File: config.mk
export PLATFORM = sky130hd
export DESIGN_NAME = ps2_key_select
export DESIGN_NICKNAME = d
export VERILOG_FILES = /design/src/rtl/ps2_key_select_pkg.sv /design/src/rtl/ps2_key_select_rx.sv /design/src/rtl/ps2_key_select.sv
export SDC_FILE = /design/constraint.sdc
export NUM_CORES = 1
export LEC_CHECK = 0
export ABC_AREA = 1
export CAP_MARGIN = 20
export CELL_PAD_IN_SITES_DETAIL_PLACEMENT = 1
export CELL_PAD_IN_SITES_GLOBAL_PLACEMENT = 2
export CORE_ASPECT_RATIO = 1.1
export CORE_MARGIN = 3
export CORE_UTILIZATION = 32
export CTS_CLUSTER_DIAMETER = 50
export CTS_CLUSTER_SIZE = 12
export DETAILED_ROUTE_END_ITERATION = 12
export GPL_ROUTABILITY_DRIVEN = 0
export PLACE_DENSITY_LB_ADDON = 0.1
export RECOVER_POWER = 50
export SLEW_MARGIN = 20
export SYNTH_ARGS = -nofsm -noshare
export SYNTH_HDL_FRONTEND = slang
export SYNTH_SLANG_ARGS = --single-unit
File: constraint.sdc
create_clock -name clk -period 2.1 [get_ports clk]
set_clock_uncertainty 0.1 [all_clocks]
set_input_delay 0.42 -clock clk [delete_from_list [all_inputs] [get_ports clk]]
set_output_delay 0.42 -clock clk [all_outputs]
set_load 0.03 [all_outputs]
File: src/rtl/ps2_key_select_pkg.sv
// Shared PS/2 constants: set-2 piano-row scancodes, prefix bytes, receiver states
// and the scancode-to-note lookup used by the decoder.
package ps2_key_select_pkg;

    localparam logic [7:0] PREFIX_BREAK = 8'hF0;
    localparam logic [7:0] PREFIX_EXT   = 8'hE0;

    localparam logic [7:0] KEY_A = 8'h1C;
    localparam logic [7:0] KEY_W = 8'h1D;
    localparam logic [7:0] KEY_S = 8'h1B;
    localparam logic [7:0] KEY_E = 8'h24;
    localparam logic [7:0] KEY_D = 8'h23;
    localparam logic [7:0] KEY_F = 8'h2B;
    localparam logic [7:0] KEY_T = 8'h2C;
    localparam logic [7:0] KEY_G = 8'h34;
    localparam logic [7:0] KEY_Y = 8'h35;
    localparam logic [7:0] KEY_H = 8'h33;
    localparam logic [7:0] KEY_U = 8'h3C;
    localparam logic [7:0] KEY_J = 8'h3B;

    localparam int NUM_KEYS = 12;

    typedef enum logic [1:0] {
        ST_IDLE   = 2'd0,
        ST_DATA   = 2'd1,
        ST_PARITY = 2'd2,
        ST_STOP   = 2'd3
    } rx_state_t;

    typedef struct packed {
        logic       hit;
        logic [3:0] idx;
    } key_hit_t;

    // Chromatic note index (C=0 .. B=11) for a make code, or hit=0 if unmapped.
    function automatic key_hit_t key_lookup(input logic [7:0] code);
        key_hit_t r;
        r.hit = 1'b1;
        r.idx = 4'd0;
        case (code)
            KEY_A:   r.idx = 4'd0;
            KEY_W:   r.idx = 4'd1;
            KEY_S:   r.idx = 4'd2;
            KEY_E:   r.idx = 4'd3;
            KEY_D:   r.idx = 4'd4;
            KEY_F:   r.idx = 4'd5;
            KEY_T:   r.idx = 4'd6;
            KEY_G:   r.idx = 4'd7;
            KEY_Y:   r.idx = 4'd8;
            KEY_H:   r.idx = 4'd9;
            KEY_U:   r.idx = 4'd10;
            KEY_J:   r.idx = 4'd11;
            default: r.hit = 1'b0;
        endcase
        return r;
    endfunction

endpackage

File: src/rtl/ps2_key_select_rx.sv
// PS/2 frame receiver: input synchronizers, ps2_clk glitch filter, framing FSM
// with inter-edge timeout. Emits each good byte with a strobe, or an error pulse.
module ps2_key_select_rx
    import ps2_key_select_pkg::*;
#(
    parameter int FILTER_LEN     = 8,
    parameter int TIMEOUT_CYCLES = 20000
) (
    input  logic       clk,
    input  logic       rst_n,
    input  logic       ps2_clk,
    input  logic       ps2_data,
    output logic [7:0] scan_code,
    output logic       scan_strobe,
    output logic       frame_err
);

    localparam int FW = $clog2(FILTER_LEN + 1);
    localparam int TW = $clog2(TIMEOUT_CYCLES);

    logic [1:0]    clk_sync_reg;
    logic [1:0]    data_sync_reg;
    logic [FW-1:0] filt_cnt_reg;
    logic          filt_clk_reg;
    logic          flip;
    logic          fall;
    logic          data_bit;

    rx_state_t     state_reg;
    logic [2:0]    bitcnt_reg;
    logic [7:0]    sr_reg;
    logic          parity_reg;
    logic [TW-1:0] tcnt_reg;

    // Lines idle high, so synchronizers and filter reset to 1 to avoid a fake fall.
    always_ff @(posedge clk or negedge rst_n) begin
        if (!rst_n) begin
            clk_sync_reg  <= 2'b11;
            data_sync_reg <= 2'b11;
        end else begin
            clk_sync_reg  <= {clk_sync_reg[0], ps2_clk};
            data_sync_reg <= {data_sync_reg[0], ps2_data};
        end
    end

    assign data_bit = data_sync_reg[1];
    assign flip     = (clk_sync_reg[1] != filt_clk_reg) && (filt_cnt_reg == FW'(FILTER_LEN - 1));
    assign fall     = flip && filt_clk_reg;

    always_ff @(posedge clk or negedge rst_n) begin
        if (!rst_n) begin
            filt_clk_reg <= 1'b1;
            filt_cnt_reg <= '0;
        end else if (clk_sync_reg[1] == filt_clk_reg) begin
            filt_cnt_reg <= '0;
        end else if (flip) begin
            filt_clk_reg <= clk_sync_reg[1];
            filt_cnt_reg <= '0;
        end else begin
            filt_cnt_reg <= filt_cnt_reg + FW'(1);
        end
    end

    always_ff @(posedge clk or negedge rst_n) begin
        if (!rst_n) begin
            state_reg   <= ST_IDLE;
            bitcnt_reg  <= '0;
            sr_reg      <= '0;
            parity_reg  <= 1'b0;
            tcnt_reg    <= '0;
            scan_code   <= '0;
            scan_strobe <= 1'b0;
            frame_err   <= 1'b0;
        end else begin
            scan_strobe <= 1'b0;
            frame_err   <= 1'b0;
            if (state_reg == ST_IDLE || fall) tcnt_reg <= '0;
            else                              tcnt_reg <= tcnt_reg + TW'(1);

            if (fall) begin
                case (state_reg)
                    ST_IDLE: begin
                        if (!data_bit) begin
                            state_reg  <= ST_DATA;
                            bitcnt_reg <= '0;
                        end
                    end
                    ST_DATA: begin
                        sr_reg     <= {data_bit, sr_reg[7:1]};
                        bitcnt_reg <= bitcnt_reg + 3'd1;
                        if (bitcnt_reg == 3'd7) state_reg <= ST_PARITY;
                    end
                    ST_PARITY: begin
                        parity_reg <= data_bit;
                        state_reg  <= ST_STOP;
                    end
                    ST_STOP: begin
                        if (data_bit && (^{sr_reg, parity_reg})) begin
                            scan_code   <= sr_reg;
                            scan_strobe <= 1'b1;
                        end else begin
                            frame_err   <= 1'b1;
                        end
                        state_reg <= ST_IDLE;
                    end
                    default: state_reg <= ST_IDLE;
                endcase
            end else if (state_reg != ST_IDLE && tcnt_reg == TW'(TIMEOUT_CYCLES - 1)) begin
                state_reg <= ST_IDLE;
                frame_err <= 1'b1;
            end
        end
    end

endmodule

File: src/rtl/ps2_key_select.sv
// PS/2 keyboard to 12-note held-key bitmap: receiver plus make/break decoder
// tracking F0 (break) and E0 (extended) prefixes.
module ps2_key_select
    import ps2_key_select_pkg::*;
#(
    parameter int FILTER_LEN     = 8,
    parameter int TIMEOUT_CYCLES = 20000
) (
    input  logic        clk,
    input  logic        rst_n,
    input  logic        ps2_clk,
    input  logic        ps2_data,
    output logic [11:0] keySelect,
    output logic [7:0]  scan_code,
    output logic        scan_strobe,
    output logic        frame_err
);

    logic             brk_reg;
    logic             ext_reg;
    logic [11:0]      key_reg;
    logic             is_prefix;
    key_hit_t         hit;

    ps2_key_select_rx #(
        .FILTER_LEN     (FILTER_LEN),
        .TIMEOUT_CYCLES (TIMEOUT_CYCLES)
    ) u_rx (
        .clk         (clk),
        .rst_n       (rst_n),
        .ps2_clk     (ps2_clk),
        .ps2_data    (ps2_data),
        .scan_code   (scan_code),
        .scan_strobe (scan_strobe),
        .frame_err   (frame_err)
    );

    assign hit       = key_lookup(scan_code);
    assign is_prefix = (scan_code == PREFIX_BREAK) || (scan_code == PREFIX_EXT);

    // Any non-prefix byte terminates the current prefix sequence.
    always_ff @(posedge clk or negedge rst_n) begin
        if (!rst_n) begin
            brk_reg <= 1'b0;
            ext_reg <= 1'b0;
        end else if (scan_strobe) begin
            if (scan_code == PREFIX_BREAK) begin
                brk_reg <= 1'b1;
            end else if (scan_code == PREFIX_EXT) begin
                ext_reg <= 1'b1;
            end else begin
                brk_reg <= 1'b0;
                ext_reg <= 1'b0;
            end
        end
    end

    for (genvar gi = 0; gi < NUM_KEYS; gi++) begin : g_key
        always_ff @(posedge clk or negedge rst_n) begin
            if (!rst_n)
                key_reg[gi] <= 1'b0;
            else if (scan_strobe && !is_prefix && !ext_reg && hit.hit && hit.idx == 4'(gi))
                key_reg[gi] <= ~brk_reg;
        end
    end

    assign keySelect = key_reg;

endmodule

# After elaboration in Yosys (flattened, before gate mapping)
# Index checks and enable logic that the tools add are counted.
[totals]
register_bits = 62
latch_bits = 0
mem_bits_rw = 0
rom_bits = 0
input_bits = 4
out_inout_bits = 22
elab_cells = 129
n_memories = 0
[op_classes]
n_addsub = 3
n_mul = 0
div = 0
order_cmp = 0
eq_ne = 37
shifts = 0
muxes = 22
bitwise_logic = 3
reduce_logical = 38
[op_table]
columns = ["operator", "count"]
rows = [
  ["$eq A8 B6 Y1 const B", 9],
  ["$pmux W4 S11", 1],
  ["$eq A8 B5 Y1 const B", 3],
  ["$eq A4 B3 Y1 const B", 5],
  ["$logic_and A1 B1 Y1", 19],
  ["$eq A4 B4 Y1 const B", 4],
  ["$eq A8 B8 Y1 const B", 2],
  ["$add A15 B1 Y15 const B", 1],
  ["$eq A15 B15 Y1 const B", 1],
  ["$mux W15", 1],
  ["$reduce_or A12 Y1", 1],
  ["$mux W1", 11],
  ["$reduce_and A2 Y1", 5],
  ["$reduce_and A3 Y1", 3],
  ["$reduce_xor A9 Y1", 1],
  ["$eq A4 B2 Y1 const B", 2],
  ["$mux W2", 4],
  ["$mux W4", 2],
  ["$pmux W2 S4", 1],
  ["$ne A3 B3 Y1 const B", 2],
  ["$pmux W3 S2", 1],
  ["$reduce_bool A2 Y1", 3],
  ["$add A4 B1 Y4 const B", 1],
  ["$eq A2 B2 Y1 const B", 2],
  ["13 further kinds", 18],
]

# Depth between registers and ports, before layout
[logic_depth]
depth_word = 7
mapped_depth = 12
mapped_depth_nobuf = 12

# Cells and area by module
# A second synthesis with hierarchy kept.
[hier_totals]
hier_cells = 452
area_unflattened_um2 = 3527.1
[modules_own_cells]
columns = ["module", "instances", "cells_per_inst", "area_per_inst_um2", "seq_area_each_um2"]
rows = [
  ["ps2_key_select_rx", 1, 292, 2377.3, 1207.4],
  ["ps2_key_select", 1, 160, 1149.9, 350.3],
]

# Worst setup path before layout
# Ideal clock, no wire load.
[synth_timing]
path_kind = "reg-to-reg"
start = "register u_rx.scan_code[2]"
end = "register key_reg[4], in the netlist keySelect[4]"
setup_ns = 0.118
arrival_time_ns = 1.456
required_time_ns = 1.882
setup_slack_ns = 0.426
stages_incl_launch_ff = 11
n_path_buf = 1
cell_sequence = "dfrtp_1 -> nand2_1 -> nor2_1 -> nand2_1 -> nand3_2 -> inv_1 -> nand3_2 -> buf_6 -> nand3_1 -> nand2_1 -> nand2_1"
[synth_via]
elab_chain_len = 7
word_cells_on_any_way = 24
cone_classes = "eq/ne: 15; mux: 2; reduce/logical: 7"
[synth_lines]
columns = ["element", "line_no", "text"]
rows = [
  ["start, declared", "ps2_key_select_rx.sv:13", "output logic [7:0] scan_code,"],
  ["start signal, assigned", "ps2_key_select_rx.sv:99", "scan_code <= sr_reg;"],
  ["parallel branches: the longest is 6 deep, another holds $pmux W4 S11", "-", ""],
  ["$logic_and A1 B1 Y1 *", "ps2_key_select.sv:62", "else if (scan_strobe && !is_prefix && !ext_reg && hit.hit && hit.idx == 4'(gi))"],
  ["end signal, assigned by index", "ps2_key_select.sv:63", "key_reg[gi] <= ~brk_reg;"],
  ["end, declared", "ps2_key_select.sv:21", "logic [11:0] key_reg;"],
]
# Mark *: on every way between the ends.
# A chain may end at the register's enable or synchronous reset.

# Final worst setup path
[layout_timing]
start = "register u_rx.scan_code[4]"
end = "output scan_code[4]"
[layout_rtl]
columns = ["element", "line_no", "text"]
rows = [
  ["end, declared", "ps2_key_select.sv:14", "output logic [7:0] scan_code,"],
]
# No word-level cell between the ends.

==> parameters.txt <==
Parameter                              Value

Route
  Drt via density ... 4.611
  Final WL ... 8180 um
  Remaining design rule violation count ... 0
  Number of detailed-routing iterations run before antenna repair ... 4
  Wire length per cell ... 13.03 um
  Antenna-violating nets left ... 0
  Violation count after the first detailed-routing iteration ... 93
  Vias after detailed routing ... 2896

Yosys
  Post-Synthesis Cells ... 448
  Part of the Yosys area used for sequential elements ... 45.99%
  Flip-flop and latch count after synthesis ... 62
  Count of cell types in the netlist ... 27
  Mean cell area of the mapped netlist ... 7.560 um^2
  Biggest area consumer among synthesized cells ... dfrtp_1
  Net count after synthesis ... 460
  Top-area cell type share of the netlist area ... 42.11%
  Number of warnings issued by yosys ... 0
  Total standard cell area after synthesis ... 3387 um^2
  Most area-consuming cells after synthesis ... dfrtp_1, nand2_1, inv_1

Clocking
  CTS buffer count ... 9
  Number of sinks on the clock net ... 62
  H-tree depth ... 3
  Clock buffer depth ... 2
  Clock slew seen by the registers of the worst setup and hold paths ... 0.08 ns
  Root buffer cell ... clkbuf_8
  TritonCTS clock tree ... done
  Clk Latency, worst-skew pair ... 0.35 ns
  Post-CTS setup buffers ... 0

Status
  Result of the run ... complete, no violations

Power
  Total power per unit cell area ... 614.5 nW/um^2
  Switching part of the total power ... 25.98%
  Internal power ... 1.824 mW
  Maximum vdd ir drop ... 0.0003331 V
  Proportion of power drawn by flip-flops and latches ... 51.3%
  Relative contribution of the clock network to total power ... 44.1%
  Combinational cell fraction of total power ... 4.7%
  P_sw ... 640.3 uW
  P_leak ... 2.025 nW

Critical path
  Data required, critical path ... 1.58 ns
  Cell family with the largest share of critical-path delay ... buffers and inverters
  Total buffers and inverters traversed by the critical path ... 1
  Crit Path Class ... reg -> out
  Critical path launch point type ... flip-flop
  List of cells traversed by the critical path ... clkdlybuf4s50_1
  Highest-delay cell along the critical path ... clkdlybuf4s50_1
  Critical path arrival ... 1.49 ns
  Worst R2R Path Depth ... 10
  Largest fanout on the critical path ... 5
  Type of element capturing the critical path ... output pin
  Cell depth of the worst setup path ... 1
  Delay of the slowest cell on the worst path ... 0.72 ns

Final layout
  Number of nets in the finished design ... 495
  Area delta synth->final ... 18.43%
  Final antenna diode count ... 0
  Largest register FFs ... 15
  Layout cell share with drive strength beyond 1 ... 10.45%
  Final cell count without fillers ... 628
  Most used cells in the layout excluding fill and tap cells ... nand2_1, dfrtp_1, inv_1
  Final standard cell area without fillers ... 4011 um^2
  Commonest non-fill, non-tap cell in the layout ... nand2_1

STA
  Sum of negative setup slack ... 0 ns
  Worst Max-Slew Pin Slew ... 0.8836 ns
  Setup slack of the critical path after layout ... 0.08921 ns
  Normalized max-slew margin ... 41.10%
  Final Hold Viols ... 0
  RSZ-0062 raised after global routing ... no
  Ratio of final minimum period to clock period ... 95.75%
  Max-slew violation count ... 0
  Highest achievable clock rate ... 0.4973 GHz
  Count of final setup violators ... 0
  Clock period minus worst slack ... 2.011 ns

Floorplan
  Horizontal die dimension ... 104.1 um
  Cell row count ... 38
  Area inside the core boundary ... 10080 um^2
  Area enclosed by the die boundary ... 11860 um^2
  Initial standard-cell utilization of the core ... 33.60%
  Die H ... 113.9 um
  Num ports ... 26

Place
  Count of placed standard cells including taps ... 611
  Instance area after placement ... 3807 um^2
  Setup slack after placement ... 0.1593 ns
  IO buf count ... 25
  HPWL after DPL ... 6097 um

Hold path
  Number of cells on the worst hold path ... 0
  Class of the tightest hold or removal check ... reg -> reg

GRT
  Antenna violations before repair ... 0
  Via count of the first global-routing pass ... 2933
  Global-route wire length before repair ... 14350 um
  Total grt overflow ... 0
  GRT Resource Usage Total ... 15.16%
  Maximum number of pins on one net before global-route repair ... 63

Job
  Count of maximum capacitance violations ... 0
[cell usage after synthesis]
| cell | number |
|---|---|
| nand2_1 | 142 |
| dfrtp_1 | 57 |
| inv_1 | 55 |
| nor2_1 | 51 |
| nand3_1 | 28 |
| nand4_1 | 23 |
| o21ai_0 | 22 |
| nor2_2 | 9 |
| ha_1 | 8 |
| a21oi_1 | 7 |
| nor3_1 | 7 |
| dfstp_2 | 5 |
| xor2_1 | 5 |
| inv_2 | 4 |
| nand2_2 | 4 |
| nor2_4 | 4 |
| nand3_2 | 3 |
| buf_4 | 2 |
| buf_6 | 2 |
| clkbuf_1 | 2 |
| o21a_1 | 2 |
| buf_2 | 1 |
| nand3b_1 | 1 |
| nand4_4 | 1 |
| nor3_2 | 1 |
| or2_2 | 1 |
| xnor2_1 | 1 |
[power by group through the flow]
stage / Sequential (mW) / Clock, mW / Combinational, mW
floorplan: 1.28 / 0 / 0.0743
global placement: 1.29 / 0 / 0.118
detailed placement: 1.29 / 0 / 0.122
CTS: 1.27 / 1.14 / 0.123
global route: 1.27 / 1.19 / 0.141
finish: 1.26 / 1.09 / 0.115
[layer usage]
layer	global-route usage [%]	vias up	wire length (um)
met5	0	-	0
met4	7.713	0	152
met3	2.037	11	154
met2	25.66	26	3998
met1	19.09	1368	3875
li1	-	1491	-
[final timing paths]
path / startpoint / endpoint / slack, ns
max reg2reg: u_rx.scan_code[1] / keySelect[2] / 0.28
min in group asynchronous: rst_n / u_rx.filt_cnt_reg[3] / 0.74
max in group asynchronous: rst_n / u_rx.scan_code[7] / 0.59
max: u_rx.scan_code[4] / scan_code[4] / 0.09
min reg2reg: u_rx.data_sync_reg[0] / u_rx.data_sync_reg[1] / 0.26
min: u_rx.data_sync_reg[0] / u_rx.data_sync_reg[1] / 0.26
[metrics by stage]
stage | hold WS, ns | utilization [%] | total power, mW
after floorplan | 0.02441 | - | 1.355
after global placement | 0.2469 | 37.77 | 1.406
after detailed placement | 0.2487 | 37.77 | 1.412
after CTS | 0.2609 | 39.82 | 2.533
after global routing | 0.2672 | 39.80 | 2.603
final | 0.2581 | 39.80 | 2.465
[repair_timing]
action	in CTS	in global routing
endpoints found under the hold margin	57	0
gates resized for setup	0	3
hold buffers	1	0
setup endpoints to repair	0	11
[cells by family after synthesis]
logic type | synth area share (%)
AO/OA/AOI/OAI | 4.728
XOR/XNOR | 1.552
adder cells (fa/ha/maj) | 2.955
buffers and inverters | 8.016
flip-flops | 45.99
AND/OR/NAND/NOR | 36.76
[cell type report]
cell class | count | area (um^2)
fill | 1292 | 6068
tap | 140 | 175.2
clock buffer | 9 | 123.9
timing repair buffer | 31 | 297.8
inverter | 59 | 221.5
sequential | 62 | 1558
clock inverter | 7 | 72.57
multi-input combinational | 320 | 1563
No activity file was read; power rests on OpenSTA's default activity.
